$ cat config.mk
export PLATFORM = sky130hd
export DESIGN_NAME = audio_recorder
export DESIGN_NICKNAME = d
export VERILOG_FILES = /design/src/rtl/audio_pkg.sv /design/src/rtl/sample_ram.sv /design/src/rtl/audio_recorder.sv
export SDC_FILE = /design/constraint.sdc
export NUM_CORES = 2
export LEC_CHECK = 0
export ABC_AREA = 1
export CAP_MARGIN = 15
export CORE_ASPECT_RATIO = 1.4
export CORE_MARGIN = 3
export CORE_UTILIZATION = 40
export CTS_CLUSTER_DIAMETER = 50
export DETAILED_ROUTE_END_ITERATION = 12
export HOLD_SLACK_MARGIN = 0.02
export SLEW_MARGIN = 25
export SYNTH_ARGS = -nofsm -noshare
export SYNTH_HDL_FRONTEND = slang
export SYNTH_SLANG_ARGS = --single-unit
$ cat constraint.sdc
create_clock -name i_clk -period 6 [get_ports i_clk]
set_input_delay 0.9 -clock i_clk [delete_from_list [all_inputs] [get_ports i_clk]]
set_output_delay 0.9 -clock i_clk [all_outputs]
set_load 0.005 [all_outputs]
$ cat src/rtl/audio_pkg.sv
// Shared audio constants and capture FSM state type, common to playback and capture.
package audio_pkg;

    // Default sample and RAM address widths used across the audio path
    localparam int unsigned SAMPLE_W   = 8;
    localparam int unsigned REC_ADDR_W = 8;

    // Unsigned midscale: the zero point of an offset-binary sample
    localparam logic [7:0] MID_DEFAULT = 8'h80;

    typedef enum logic [1:0] {
        ST_IDLE   = 2'd0,
        ST_ARMED  = 2'd1,
        ST_RECORD = 2'd2,
        ST_DONE   = 2'd3
    } rec_state_e;

endpackage

$ cat src/rtl/sample_ram.sv
// Single-clock sample RAM: one write port, one registered read port, read-before-write.
module sample_ram #(
    parameter int unsigned ADDR_W = 8,
    parameter int unsigned DATA_W = 8
) (
    input  logic              i_clk,
    input  logic              i_rst_n,
    input  logic              i_we,
    input  logic [ADDR_W-1:0] i_waddr,
    input  logic [DATA_W-1:0] i_wdata,
    input  logic [ADDR_W-1:0] i_raddr,
    output logic [DATA_W-1:0] o_rdata
);

    localparam int unsigned DEPTH = 1 << ADDR_W;

    logic [DATA_W-1:0] r_mem [DEPTH];
    logic [DATA_W-1:0] r_rdata;

    // Storage array; contents are deliberately not reset
    always_ff @(posedge i_clk) begin
        if (i_we) begin
            r_mem[i_waddr] <= i_wdata;
        end
    end

    // Read register samples the array before any same-edge write lands
    always_ff @(posedge i_clk or negedge i_rst_n) begin
        if (!i_rst_n) begin
            r_rdata <= '0;
        end else begin
            r_rdata <= r_mem[i_raddr];
        end
    end

    assign o_rdata = r_rdata;

endmodule

$ cat src/rtl/audio_recorder.sv
// Triggered sample capture: arms on start, waits for |sample - MID| > threshold,
// then stores a programmed number of consecutive strobed samples into sample_ram.
module audio_recorder
    import audio_pkg::*;
#(
    parameter int unsigned       ADDR_W = REC_ADDR_W,
    parameter int unsigned       DATA_W = SAMPLE_W,
    parameter logic [DATA_W-1:0] MID    = DATA_W'(MID_DEFAULT)
) (
    input  logic              i_clk,
    input  logic              i_rst_n,
    input  logic              i_ena,
    input  logic [DATA_W-1:0] i_audio_in,
    input  logic              i_start,
    input  logic              i_abort,
    input  logic [DATA_W-1:0] i_threshold,
    input  logic [ADDR_W:0]   i_length,
    output logic              o_armed,
    output logic              o_busy,
    output logic              o_done,
    output logic [ADDR_W:0]   o_count,
    input  logic [ADDR_W-1:0] i_rd_addr,
    output logic [DATA_W-1:0] o_rd_data
);

    localparam logic [ADDR_W:0] LEN_ONE = {{ADDR_W{1'b0}}, 1'b1};

    rec_state_e        r_state;
    logic              r_armed;
    logic              r_busy;
    logic              r_done;
    logic [ADDR_W:0]   r_count;
    logic [ADDR_W:0]   r_len;

    logic [DATA_W:0]   w_mag;
    logic              w_trig;
    logic [ADDR_W:0]   w_cnt_inc;
    logic              w_we;
    logic [ADDR_W-1:0] w_waddr;

    // Distance of the current sample from midscale, one bit wider than a sample
    always_comb begin
        if (i_audio_in >= MID) begin
            w_mag = {1'b0, i_audio_in - MID};
        end else begin
            w_mag = {1'b0, MID - i_audio_in};
        end
    end

    assign w_trig    = i_ena && (w_mag > {1'b0, i_threshold});
    assign w_cnt_inc = r_count + 1'b1;

    // RAM write strobe: trigger sample goes to address 0 on its own edge, no pipelining
    always_comb begin
        w_we    = 1'b0;
        w_waddr = r_count[ADDR_W-1:0];
        if (!i_abort) begin
            if (r_state == ST_ARMED && w_trig) begin
                w_we    = 1'b1;
                w_waddr = '0;
            end else if (r_state == ST_RECORD && i_ena) begin
                w_we = 1'b1;
            end
        end
    end

    // Control FSM with registered status outputs and sample counter
    always_ff @(posedge i_clk or negedge i_rst_n) begin
        if (!i_rst_n) begin
            r_state <= ST_IDLE;
            r_armed <= 1'b0;
            r_busy  <= 1'b0;
            r_done  <= 1'b0;
            r_count <= '0;
            r_len   <= '0;
        end else if (i_abort) begin
            // Abort beats start and freezes the count for inspection
            r_state <= ST_IDLE;
            r_armed <= 1'b0;
            r_busy  <= 1'b0;
            r_done  <= 1'b0;
        end else begin
            case (r_state)
                ST_IDLE, ST_DONE: begin
                    if (i_start) begin
                        r_count <= '0;
                        r_len   <= i_length;
                        if (i_length == '0) begin
                            r_state <= ST_DONE;
                            r_armed <= 1'b0;
                            r_busy  <= 1'b0;
                            r_done  <= 1'b1;
                        end else begin
                            r_state <= ST_ARMED;
                            r_armed <= 1'b1;
                            r_busy  <= 1'b1;
                            r_done  <= 1'b0;
                        end
                    end
                end
                ST_ARMED: begin
                    if (w_trig) begin
                        r_count <= LEN_ONE;
                        r_armed <= 1'b0;
                        if (r_len == LEN_ONE) begin
                            r_state <= ST_DONE;
                            r_busy  <= 1'b0;
                            r_done  <= 1'b1;
                        end else begin
                            r_state <= ST_RECORD;
                            r_busy  <= 1'b1;
                        end
                    end
                end
                ST_RECORD: begin
                    if (i_ena) begin
                        r_count <= w_cnt_inc;
                        if (w_cnt_inc == r_len) begin
                            r_state <= ST_DONE;
                            r_busy  <= 1'b0;
                            r_done  <= 1'b1;
                        end
                    end
                end
                default: begin
                    r_state <= ST_IDLE;
                    r_armed <= 1'b0;
                    r_busy  <= 1'b0;
                    r_done  <= 1'b0;
                end
            endcase
        end
    end

    assign o_armed = r_armed;
    assign o_busy  = r_busy;
    assign o_done  = r_done;
    assign o_count = r_count;

    sample_ram #(
        .ADDR_W (ADDR_W),
        .DATA_W (DATA_W)
    ) u_sample_ram (
        .i_clk   (i_clk),
        .i_rst_n (i_rst_n),
        .i_we    (w_we),
        .i_waddr (w_waddr),
        .i_wdata (i_audio_in),
        .i_raddr (i_rd_addr),
        .o_rdata (o_rd_data)
    );

endmodule
==> After elaboration in Yosys (flattened, before gate mapping) <==
Memories as Yosys holds them, arrays and structs flattened. A register that Yosys moved wholly into a read port is not among the register bits.
Index checks and enable logic that the tools add are counted.
{ "op_classes": {"n_addsub": 3, "n_lt_le_gt_ge": 2, "eq_ne": 13, "mux": 39, "bitwise_logic": 1, "n_reduce_logical": 13} }
{ "ops": {"columns": ["cell", "n"], "rows": [
  ["$mux W9", 3],
  ["$pmux W9 S3", 1],
  ["$mux W8", 3],
  ["$mux W1", 22],
  ["$mux W2", 6],
  ["$add A9 B1 Y9 const B", 1],
  ["$eq A9 B1 Y1 const B", 1],
  ["$eq A9 B9 Y1", 1],
  ["$gt A9 B8 Y1", 1],
  ["$logic_not A9 Y1", 1],
  ["$ne A3 B3 Y1 const B", 3],
  ["$ge A8 B8 Y1 const B", 1],
  ["$reduce_and A4 Y1", 2],
  ["$sub A8 B8 Y8 const A", 1],
  ["$sub A8 B8 Y8 const B", 1],
  ["$ne A2 B2 Y1 const B", 3],
  ["$ne A3 B2 Y1 const B", 2],
  ["$pmux W1 S3", 2],
  ["$pmux W2 S3", 1],
  ["$reduce_and A3 Y1", 2],
  ["$reduce_and A5 Y1", 1],
  ["$eq A2 B2 Y1 const B", 2],
  ["$logic_and A1 B1 Y1", 3],
  ["$reduce_bool A3 Y1", 1],
  ["other kinds (6)", 6]
]} }
{ "word_totals": {"reg_bits": 23, "mem_bits_rw": 2048, "wordCells": 78, "n_memories": 1} }
{ "memory_table": {"columns": ["name", "depth", "width", "read_ports", "rd_clocked_by_memory_dff", "write_ports", "line_no", "text"], "rows": [
  ["u_sample_ram.r_mem", 256, 8, 1, 1, 1, "sample_ram.sv:17", "logic [DATA_W-1:0] r_mem [DEPTH];"]
]} }

==> Logic depth before layout (Yosys ltp) <==
{ "depth": {"depth_word": 9, "ltp_mapped": 19, "ltp_nobuf": 19} }

==> Cells and area by module <==
Synthesis repeated with hierarchy kept, for this count alone.
{ "hier_totals": {"hier_cells": 7280, "hier_area_um2": 85177.9} }
{ "by_module_without_submodules": {"columns": ["module", "instances", "cells_per_inst", "area_each_um2"], "rows": [
  ["sample_ram", 1, 7002, 83313.7],
  ["audio_recorder", 1, 278, 1864.3]
]} }

==> Worst setup path before layout <==
No wires, ideal clock.
{ "synth_path": {"path_type": "input to register", "start": "in i_audio_in[0]", "end": "mem u_sample_ram.r_mem[110][0] (enable)", "arrival_time_ns": 3.501, "path_stages": 18, "setup_slack_ns": 2.129, "cell_sequence": "inv_1 ha_1 inv_1 nor2_1 nand2_1 o31ai_1 xnor2_1 ha_1 nand2_1 nor3_2 a31oi_1 nand4_2 buf_6 nand2_1 nor2_4 nand3_1 buf_2 nor2_1"} }
{ "synth_via": {"elab_chain_cells": 9} }
{ "synth_rtl": {"columns": ["item", "line_no", "text"], "rows": [
  ["from (decl)", "audio_recorder.sv:13", "input logic [DATA_W-1:0] i_audio_in,"],
  ["$sub A8 B8 Y8 (tied with other cells)", "audio_recorder.sv:46", "w_mag = {1'b0, MID - i_audio_in};"],
  ["$mux W8 *", "audio_recorder.sv:43", "if (i_audio_in >= MID) begin"],
  ["$gt A9 B8 Y1 *", "audio_recorder.sv:50", "assign w_trig = i_ena && (w_mag > {1'b0, i_threshold});"],
  ["$logic_and A1 B1 Y1 *", "audio_recorder.sv:50", null],
  ["$logic_and A1 B1 Y1 *", "audio_recorder.sv:58", "if (r_state == ST_ARMED && w_trig) begin"],
  ["$mux W1", "audio_recorder.sv:58", null],
  ["$mux W1", "audio_recorder.sv:57", "if (!i_abort) begin"],
  ["$mux W1", "sample_ram.sv:22", "if (i_we) begin"],
  ["$mux W1 (not written as such)", "sample_ram.sv:23", "r_mem[i_waddr] <= i_wdata;"],
  ["to (decl)", "sample_ram.sv:17", null]
]} }
Mark *: on every way between the ends. The rest lies on a longest branch, timed or not.

==> Worst setup path after layout <==
{ "layout_path": {"start": "in i_audio_in[0]", "end": "mem u_sample_ram.r_mem[171][7] (enable)"} }
The elaborated chain is that of the path after synthesis.

==> summary.txt <==
Run status
  – Status: finished clean

Clocking
  – CTS Root Buffer Type: clkbuf_16
  – Clock Sinks: 2079
  – CTS H-tree lvls: 4
  – Clock Latency Late Sink: 0.84 ns
  – Total CTS buffers: 195
  – CTS tree: built
  – CTS Buffer Depth: 4
  – Post-CTS Resized: 0
  – Clk slew on worst S/H paths: 0.07 ns
  – CTS hold repair buffers: 0
  – Post-CTS Setup Repair Bufs: 0

Critical path
  – CP max-delay cell: nor2_1
  – Buf+Inv Stages, Crit Path: 4
  – Crit path max fanout: 16
  – Critical-path cell list: buf_8, inv_1, ha_1, inv_1, nor2_1, nand2_1, o31ai_1, xnor2_1, ha_1, nand2_1, nor3_2, a31oi_1, nand4_2, buf_4, nand2_1, nor2_4, nand2_1, nor2_1
  – CP max stage delay: 0.78 ns
  – CP Depth: 18
  – CP Data Arrival Time: 4.88 ns
  – Critical Path End Type: flop
  – Critical path class: input pin to flop
  – Reg2Reg Launch Point: r_state[0]
  – Reg2reg setup slack: 2.58 ns
  – R2R Path End: u_sample_ram.r_mem[114][0]
  – CP dominant cell by count: nand2_1
  – Cell family with most CP delay: simple AND/OR/NAND/NOR gates
  – CP required: 6.45 ns
  – CP endpoint: u_sample_ram.r_mem[171][7]
  – R2R depth: 9
  – Critical path launch point type: input pin
  – Worst Setup SP: i_audio_in[0]

Placement
  – Placed Instances: 9725
  – Final HPWL DP: 150200 µm
  – Port bufs: 57
  – Cell Area, Placed: 88120 µm²
  – Placer Congestion: 0.9062

Timing
  – Worst-Margin Slew: 1.087 ns
  – Final setup fails: 0
  – Max Clock Freq: 0.2259 GHz
  – Minimum clock period: 4.426 ns
  – Final Skew: 0.03772 ns
  – RSZ-0062 raised after global routing: false
  – Worst slew margin: 0.2755
  – Final hold violations: 0
  – Slew Viols, Final: 0
  – Fin crit share: 0.7376
  – Setup TNS: 0 ns

Logic synthesis
  – Synth warn: 0
  – Register bit total from synthesis: 2079
  – Post-synthesis cell type count: 33
  – Syn Area/Cell: 11.71 µm²
  – Post-synth top area cell: edfxtp_1
  – Syn Nets: 7295
  – Gate Count Post-Synth: 7245
  – Share of the synthesized area in the top cell type: 0.7252
  – Netlist Area Pre-Place: 84810 µm²
  – Sequential share of the synthesized area: 0.7343
  – Top cells by area, synth: edfxtp_1 (73%), nand3_1 (12%), nand2_1 (9.7%), nor2_1 (1.3%), clkbuf_1 (1.0%)

Layout
  – Design area: 94190 µm²
  – Final nets: 7158
  – Multi-input gate area: 20350 µm²
  – Final Util: 0.4477
  – Fill cells: 19133
  – Register cell area after layout: 62270 µm²
  – Layout cells sized above 1: 0.06135
  – Syn-to-layout area delta: 11.06%
  – Final non-filler cell total: 10071

Power
  – Pint: 23110 µW
  – Leakage: 0.03224 µW
  – Switching share of power: 0.2320
  – Clk pwr share: 0.396
  – Combinational share of power: 0.070
  – P per Cell Area: 319.5 nW/µm²
  – Total power: 30100 µW
  – NetSw: 6983 µW
  – Worst VDD drop: 0.2268 mV
  – Register share of total power: 0.533

Die
  – Core area: 210400 µm²
  – # IOs: 58
  – Die Ht: 550.8 µm
  – Die area: 217700 µm²
  – Initial Util: 0.4031
  – DIE WIDTH: 395.2 µm
  – Row Count: 199

Min path
  – HP Class: input pin to async pin

Route
  – DR vias/cell: 5.570
  – Drt total wl: 247700 µm
  – Vias: 56098
  – Starting DRC count in detailed routing: 6476
  – DRC viols: 0
  – Pre-antenna DRT Iters: 6
  – DRT antenna net count: 0
  – Routed length per instance: 24.60 µm

Global routing
  – GRT Total Usage: 0.2228
  – Largest net degree at the start of global routing: 209
  – Vias in the first global route: 55262
  – Antenna violations before repair: 8
  – First-pass GRT wire length: 361000 µm
  – Gr ovfl total: 0

Flow run
  – Max-cap violations: 0
## power by group through the flow
stage	registers, µW	logic, µW	clock network [µW]
6_report	16100	2120	11900
3_3_place_gp	16400	2090	0
4_1_cts	16100	2110	12100
5_1_grt	16100	2290	12700
2_1_floorplan	16300	1130	0
3_5_place_dp	16400	2110	0
## worst min path at each step
| stage | start | endpoint | cells past startpoint |
|---|---|---|---|
| after floorplan | o_done | o_done | 2 |
| after global placement | o_busy | o_busy | 2 |
| after detailed placement | o_busy | o_busy | 2 |
| after CTS | i_rst_n | o_count[4] | 1 |
| after global routing | i_rst_n | o_count[3] | 1 |
| final | i_rst_n | o_count[1] | 1 |
## synth_stat cells, drive strengths merged
| cell | number |
|---|---|
| a21oi | 11 |
| a31oi | 1 |
| buf | 252 |
| clkbuf | 235 |
| dfrtp | 31 |
| edfxtp | 2048 |
| ha | 12 |
| inv | 55 |
| mux2 | 1 |
| nand2 | 2195 |
| nand3 | 2061 |
| nand4 | 6 |
| nor2 | 299 |
| nor3 | 4 |
| nor4 | 2 |
| o211ai | 1 |
| o21ai | 22 |
| o22ai | 2 |
| o31ai | 1 |
| xnor2 | 3 |
| xor2 | 3 |
## final cells by class
cell class / count / area share
multi-input cells: 4624 / 0.2161
flip-flops and latches: 2079 / 0.6612
clock inverters: 123 / 0.01109
inverters: 55 / 0.002458
well taps: 2814 / 0.03738
clock buffers: 219 / 0.05322
repair buffers: 153 / 0.01852
diodes: 4 / 0.0001063
## cell usage in the layout, fill, tap and decap left out, types with 34 or more instances in the layout
cell type,n
nand2_1,2184
edfxtp_1,2048
nand3_1,2045
nor2_1,288
clkbuf_16,197
buf_4,65
inv_1,48
clkdlybuf4s50_1,42
clkinv_1,38
clkinv_2,34
## routing by layer
layer / vias up / track usage / part of all wire
met3: 578 / 0.02885 / 0.070
met1: 27629 / 0.2731 / 0.38
li1: 25389 / - / -
met5: - / 0 / 0
met4: 0 / 0.1195 / 0.058
met2: 2502 / 0.3841 / 0.49
## sequential cells by signal (all words and copies together), names as in the netlist
signal / flops
u_sample_ram.r_mem: 2048
o_count: 9
r_len: 9
u_sample_ram.o_rdata: 8
r_state: 2
o_armed: 1
o_busy: 1
o_done: 1
## kinds of logic after synthesis
logic type,count (synthesis),share of synthesized area
AO/OA/AOI/OAI,38,0.002523
XOR/XNOR,6,0.0006198
adder cells (fa/ha/maj),12,0.001770
buffers and inverters,542,0.02660
flip-flops,2079,0.7343
multiplexers,1,0.0001328
AND/OR/NAND/NOR,4567,0.2340
## through the flow
stage          setup WS (ns)  hold WS [ns]
3_5_place_dp          0.7406        0.4794
5_1_grt                1.271       0.06646
3_3_place_gp          0.6203        0.4754
6_report               1.574       0.06106
4_1_cts                1.601        0.2277
2_1_floorplan          2.129        0.4643
No activity file was read; power rests on OpenSTA's default activity.
